$ cat src/rtl/qspi_flash_read_controller.sv
// Sequences one QSPI transceiver through a full SPI NOR read: chip select,
// command, address, optional dummy bytes, then a chained data stream.
// Ports:
//   clk, rst                          - clock, synchronous active-high reset
//   rd_en/rd_quad/rd_addr/rd_len      - request (latched on accept)
//   busy, rd_data_valid, rd_data      - requester side status and data
//   rd_done                           - end-of-transaction pulse
//   cs_n, shift_en, quad_shift_en     - transceiver control
//   tx_data, auto_restart             - transceiver byte and chaining
//   shift_done, rx_data               - transceiver completion and data
module qspi_flash_read_controller #(
   parameter int ADDR_BYTES  = 3,
   parameter int DUMMY_BYTES = 1,
   parameter int CS_SETUP    = 4,
   parameter int CS_HOLD     = 4,
   parameter int CS_HIGH     = 8
) (
   input  logic        clk,
   input  logic        rst,
   input  logic        rd_en,
   input  logic        rd_quad,
   input  logic [31:0] rd_addr,
   input  logic [15:0] rd_len,
   output logic        busy,
   output logic        rd_data_valid,
   output logic [7:0]  rd_data,
   output logic        rd_done,
   output logic        cs_n,
   output logic        shift_en,
   output logic        quad_shift_en,
   output logic [7:0]  tx_data,
   output logic        auto_restart,
   input  logic        shift_done,
   input  logic [7:0]  rx_data
);

   typedef enum logic [2:0] {
      S_IDLE, S_SETUP, S_CMD, S_ADDR,
      S_DUMMY, S_DATA, S_HOLD, S_HIGH
   } state_t;

   // Left-align the address so the next byte to send is always [31:24].
   localparam int ASHIFT = 32 - 8 * ADDR_BYTES;

   state_t      state_q, state_d;
   logic [15:0] cnt_q, cnt_d;
   logic [15:0] left_q, left_d;
   logic [31:0] addr_q, addr_d;
   logic        quad_q, quad_d;
   logic        busy_q, busy_d;
   logic        cs_n_q, cs_n_d;
   logic        vld_q, vld_d;
   logic [7:0]  rdat_q, rdat_d;
   logic        done_q, done_d;
   logic        sh_q, sh_d;
   logic        qsh_q, qsh_d;
   logic [7:0]  tx_q, tx_d;
   logic        ar_q, ar_d;
   logic        go_data;

   always_comb begin
      state_d = state_q;
      cnt_d   = cnt_q;
      left_d  = left_q;
      addr_d  = addr_q;
      quad_d  = quad_q;
      busy_d  = busy_q;
      cs_n_d  = cs_n_q;
      vld_d   = 1'b0;
      rdat_d  = rdat_q;
      done_d  = 1'b0;
      sh_d    = 1'b0;
      qsh_d   = 1'b0;
      tx_d    = tx_q;
      ar_d    = ar_q;
      go_data = 1'b0;
      unique case (state_q)
         S_IDLE: begin
            if (rd_en) begin
               if (rd_len == 16'd0) begin
                  done_d = 1'b1;
               end else begin
                  state_d = S_SETUP;
                  busy_d  = 1'b1;
                  cs_n_d  = 1'b0;
                  cnt_d   = 16'd0;
                  addr_d  = rd_addr << ASHIFT;
                  quad_d  = rd_quad;
                  left_d  = rd_len;
               end
            end
         end
         S_SETUP: begin
            if (cnt_q == 16'(CS_SETUP - 1)) begin
               state_d = S_CMD;
               sh_d    = 1'b1;
               tx_d    = quad_q ? 8'h6B : 8'h03;
            end else begin
               cnt_d = cnt_q + 16'd1;
            end
         end
         S_CMD: begin
            if (shift_done) begin
               state_d = S_ADDR;
               sh_d    = 1'b1;
               tx_d    = addr_q[31:24];
               addr_d  = addr_q << 8;
               cnt_d   = 16'(ADDR_BYTES - 1);
            end
         end
         // cnt_q holds how many bytes of the phase are still unsent.
         S_ADDR: begin
            if (shift_done) begin
               if (cnt_q != 16'd0) begin
                  sh_d   = 1'b1;
                  tx_d   = addr_q[31:24];
                  addr_d = addr_q << 8;
                  cnt_d  = cnt_q - 16'd1;
               end else if (quad_q && DUMMY_BYTES > 0) begin
                  state_d = S_DUMMY;
                  sh_d    = 1'b1;
                  tx_d    = 8'h00;
                  cnt_d   = 16'(DUMMY_BYTES - 1);
               end else begin
                  go_data = 1'b1;
               end
            end
         end
         S_DUMMY: begin
            if (shift_done) begin
               if (cnt_q != 16'd0) begin
                  sh_d  = 1'b1;
                  tx_d  = 8'h00;
                  cnt_d = cnt_q - 16'd1;
               end else begin
                  go_data = 1'b1;
               end
            end
         end
         S_DATA: begin
            if (shift_done) begin
               vld_d  = 1'b1;
               rdat_d = rx_data;
               left_d = left_q - 16'd1;
               // Keep chaining while more than one byte remains after this.
               ar_d   = (left_q > 16'd2);
               if (left_q == 16'd1) begin
                  state_d = S_HOLD;
                  cnt_d   = 16'd0;
               end
            end
         end
         S_HOLD: begin
            if (cnt_q == 16'(CS_HOLD - 1)) begin
               state_d = S_HIGH;
               cs_n_d  = 1'b1;
               cnt_d   = 16'd0;
            end else begin
               cnt_d = cnt_q + 16'd1;
            end
         end
         S_HIGH: begin
            if (cnt_q == 16'(CS_HIGH - 1)) begin
               state_d = S_IDLE;
               busy_d  = 1'b0;
               done_d  = 1'b1;
            end else begin
               cnt_d = cnt_q + 16'd1;
            end
         end
         default: state_d = S_IDLE;
      endcase
      if (go_data) begin
         state_d = S_DATA;
         sh_d    = ~quad_q;
         qsh_d   = quad_q;
         tx_d    = 8'h00;
         ar_d    = (left_q > 16'd1);
      end
   end

   always_ff @(posedge clk) begin
      if (rst) begin
         state_q <= S_IDLE;
         cnt_q   <= 16'd0;
         left_q  <= 16'd0;
         addr_q  <= 32'd0;
         quad_q  <= 1'b0;
         busy_q  <= 1'b0;
         cs_n_q  <= 1'b1;
         vld_q   <= 1'b0;
         rdat_q  <= 8'h00;
         done_q  <= 1'b0;
         sh_q    <= 1'b0;
         qsh_q   <= 1'b0;
         tx_q    <= 8'h00;
         ar_q    <= 1'b0;
      end else begin
         state_q <= state_d;
         cnt_q   <= cnt_d;
         left_q  <= left_d;
         addr_q  <= addr_d;
         quad_q  <= quad_d;
         busy_q  <= busy_d;
         cs_n_q  <= cs_n_d;
         vld_q   <= vld_d;
         rdat_q  <= rdat_d;
         done_q  <= done_d;
         sh_q    <= sh_d;
         qsh_q   <= qsh_d;
         tx_q    <= tx_d;
         ar_q    <= ar_d;
      end
   end

   assign busy          = busy_q;
   assign cs_n          = cs_n_q;
   assign rd_data_valid = vld_q;
   assign rd_data       = rdat_q;
   assign rd_done       = done_q;
   assign shift_en      = sh_q;
   assign quad_shift_en = qsh_q;
   assign tx_data       = tx_q;
   assign auto_restart  = ar_q;

endmodule

$ cat config.mk
export PLATFORM = sky130hd
export DESIGN_NAME = qspi_flash_read_controller
export DESIGN_NICKNAME = d
export VERILOG_FILES = /design/src/rtl/qspi_flash_read_controller.sv
export SDC_FILE = /design/constraint.sdc
export NUM_CORES = 1
export LEC_CHECK = 0
export ABC_AREA = 1
export BUFFER_PORTS_ARGS = -buffer_cell sky130_fd_sc_hd__buf_4
export CORE_ASPECT_RATIO = 1.75
export CORE_UTILIZATION = 35
export CTS_CLUSTER_DIAMETER = 40
export DETAILED_ROUTE_END_ITERATION = 16
export PLACE_DENSITY = 0.61
export REMOVE_ABC_BUFFERS = 1
export SYNTH_ARGS = -nofsm -noshare
export SYNTH_HDL_FRONTEND = slang
export SYNTH_SLANG_ARGS = --single-unit
$ cat constraint.sdc
create_clock -name clk -period 5.2 [get_ports clk]
set_input_delay 0.78 -clock clk [delete_from_list [all_inputs] [get_ports clk]]
set_output_delay 0.78 -clock clk [all_outputs]
set_load 0.03 [all_outputs]
==> results.py <==
metrics = {
    "outcome": {
        "status": "finished, final reports clean",
    },
    "synth": {
        "syn_area_sq_um": 5460,
        "synth_xor_area_share_pct": 1.44,
        "synth_top_family_by_area": "simple AND/OR/NAND/NOR gates",
        "synth-simple-area-share_pct": 36.8,
        "muxShareOfSynthArea_pct": 3.30,
        "ys_warn_count": 0,
        "synth.avg_cell_area_sq_um": 6.82,
        "ys_types": 46,
        "synth_adder_area_share_pct": 2.75,
        "ys_seq_area_share_pct": 30.4,
        "synthCells": 800,
        "synth_compound_area_share_pct": 16.5,
        "ys_ff_latch": 83,
    },
    "sta": {
        "fin_crit_ns": 3.64,
        "setup_violations": 0,
        "setup_ws_ns": 1.56,
        "max_freq_ghz": 0.275,
        "rsz0062_at_grt": "false",
        "drv_slew": 0,
        "period_share_pct": 69.9,
        "tightest_slew_ns": 1.04,
        "setup_tns_ns": 0,
        "finalHoldViolCount": 0,
        "finalClockSkew_ns": 0.0102,
        "slew_headroom_pct": 30.9,
    },
    "floorplanning": {
        "die_h_microns": 167,
        "die_w_microns": 96.4,
        "io_pins": 84,
        "rows": 60,
        "core_sq_um": 15300,
        "die_area_sq_um": 16100,
        "start_util_pct": 35.6,
    },
    "critical_path": {
        "crit_fanout": 22,
        "cpMaxStageDelayCell": "dfxtp_1",
        "end_kind": "flop",
        "worstPathArrival_ns": 3.85,
        "path_class": "reg -> reg",
        "max_stage_delay_ns": 0.74,
        "cp.required_ns": 5.41,
        "cp_cell_sequence": "nand2_2 -> nor2_1 -> clkinv_1 -> nand2_1 -> inv_2 -> o21ai_0 -> a21oi_1",
        "worst_setup_path_start_kind": "flop",
    },
    "global_routing": {
        "grt_overflow": 0,
        "grtUsageTotal_pct": 19.7,
        "grt_pass1_wl_mm": 24.4,
        "antenna_found_initial": 0,
        "grt_max_degree": 41,
        "first_global_vias": 5156,
    },
    "final_layout": {
        "final_cells": 1042,
        "syn_to_final_growth_pct": 15.6,
        "drive_above_1_share_pct": 21.7,
        "num_antenna_cells": 0,
        "finalNetCount": 925,
        "final_util_pct": 41.2,
    },
    "clock_network": {
        "htree_levels": 3,
        "cts_hold_buf": 0,
        "cts_tree": "done",
        "clockBufferDepth": 2,
        "ctsResizeCount": 0,
        "cts_buffers": 9,
        "post-cts-setup-buffer-count": 0,
        "clock_latency_ns": 0.34,
        "clk_pin_slew_ns": 0.07,
        "cts_root_buffer": "clkbuf_16",
        "clkSinkCount": 83,
    },
    "power": {
        "peakVddDrop_mv": 0.196,
        "p_leak_nw": 2.72,
        "power.density_nw_per_um2": 602,
    },
    "detailed_routing": {
        "viasPerCell": 5.12,
        "wire_per_inst_microns": 14.7,
        "routed_wl_mm": 15.3,
        "vias": 5339,
        "first_pass_iters": 4,
        "drc": 0,
        "drt-initial-drc-count": 200,
        "final_antenna_net_count": 0,
    },
    "placement": {
        "place_hpwl_mm": 11.2,
        "place_inst": 1027,
        "detailedPlace.worstSlack_ns": 1.57,
        "place_congestion": 0.905,
        "port_buffers": 75,
    },
    "job": {
        "max-cap-violations": 0,
    },
    "min_path": {
        "hp-class": "reg -> reg",
    },
}
synthesized netlist by cell type, drive strengths merged:
cell type / count / area (sq um)
a211oi: 1 / 7.51
a21boi: 5 / 37.5
a21o: 1 / 7.51
a21oi: 54 / 315
a31oi: 2 / 12.5
buf: 24 / 210
clkbuf: 11 / 41.3
clkinv: 3 / 12.5
dfxtp: 83 / 1660
ha: 12 / 150
inv: 53 / 214
mux2: 16 / 180
nand2: 184 / 795
nand3: 61 / 315
nand3b: 2 / 15.0
nand4: 14 / 93.8
nor2: 160 / 726
nor3: 8 / 51.3
o2111ai: 3 / 26.3
o211ai: 8 / 60.1
o21ai: 81 / 409
o22ai: 2 / 18.8
o31ai: 1 / 7.51
or2: 2 / 12.5
xnor2: 6 / 52.6
xor2: 3 / 26.3
metrics by stage:
step	instance area, sq um	power, mW	hold WS, ns
final	6310	3.80	0.477
after global routing	6310	4.12	0.502
after CTS	6310	3.82	0.476
after detailed placement	6010	3.14	0.464
after global placement	6010	3.12	0.456
after floorplan	5210	2.60	0.454
logic make-up (layout without fill, tap and decap cells):
group,count (synthesis),count (layout)
mux,16,16
xor+xnor,9,9
buf+inv,91,147
fa+ha+maj,12,12
flops,83,83
compound gates,158,158
simple gates,431,431
layout by cell type, fill, tap and decap left out, drive strengths merged, types with 6 or more instances in the layout:
cell type / n
dfxtp: 83
nand3: 61
o21ai: 81
o211ai: 8
nor2: 160
a21oi: 54
nor3: 8
mux2: 16
inv: 55
clkbuf: 10
nand4: 14
xnor2: 6
nand2: 184
ha: 12
buf: 76
power by group:
part	switching, mW	total [mW]	internal, mW	leakage (nW)
sequential	0.181	1.01	0.826	0.680
clock	0.280	0.667	0.387	0.149
combinational	1.41	2.13	0.718	1.89
total	1.87	3.80	1.93	2.72
area by class of cell:
cell class	instances	area, sq um
flip-flops and latches	83	1660
inverters	56	226
clock buffers	10	239
repair buffers	76	571
clock inverters	5	61.3
multi-input cells	626	3320
fillers	1715	9000
well taps	186	233
final timing paths:
| kind | from | end | slack (ns) | cells past startpoint |
|---|---|---|---|---|
| max | state_q[2] | left_q[9] | 1.56 | 7 |
| min | tx_data[2] | tx_data[2] | 0.48 | 2 |
| max reg2reg | state_q[2] | left_q[9] | 1.56 | 7 |
| min reg2reg | tx_data[2] | tx_data[2] | 0.48 | 2 |
worst max-delay path, delay by kind of cell, from the launching register on:
family / cells / cell delay (ns)
DFF: 1 / 0.74
and+or+nand+nor: 3 / 1.73
AOI/OAI and AO/OA: 2 / 0.30
buffers and inverters: 2 / 0.71
state kept, by name, summed over array words and instances, names as in the netlist:
signal / cells
addr_q: 24
auto_restart: 1
busy: 1
cnt_q: 16
cs_n: 1
left_q: 16
quad_q: 1
quad_shift_en: 1
rd_data: 8
rd_data_valid: 1
rd_done: 1
shift_en: 1
state_q: 3
tx_data: 8
layer usage:
layer / global-route usage (%) / vias to the layer above / wire [microns]
met2: 38.1 / 119 / 8660
met1: 19.6 / 2449 / 5740
met3: 2.45 / 33 / 439
li1: - / 2738 / -
met5: 0 / - / 0
met4: 9.72 / 0 / 438
(Power assumes the default switching activity.)
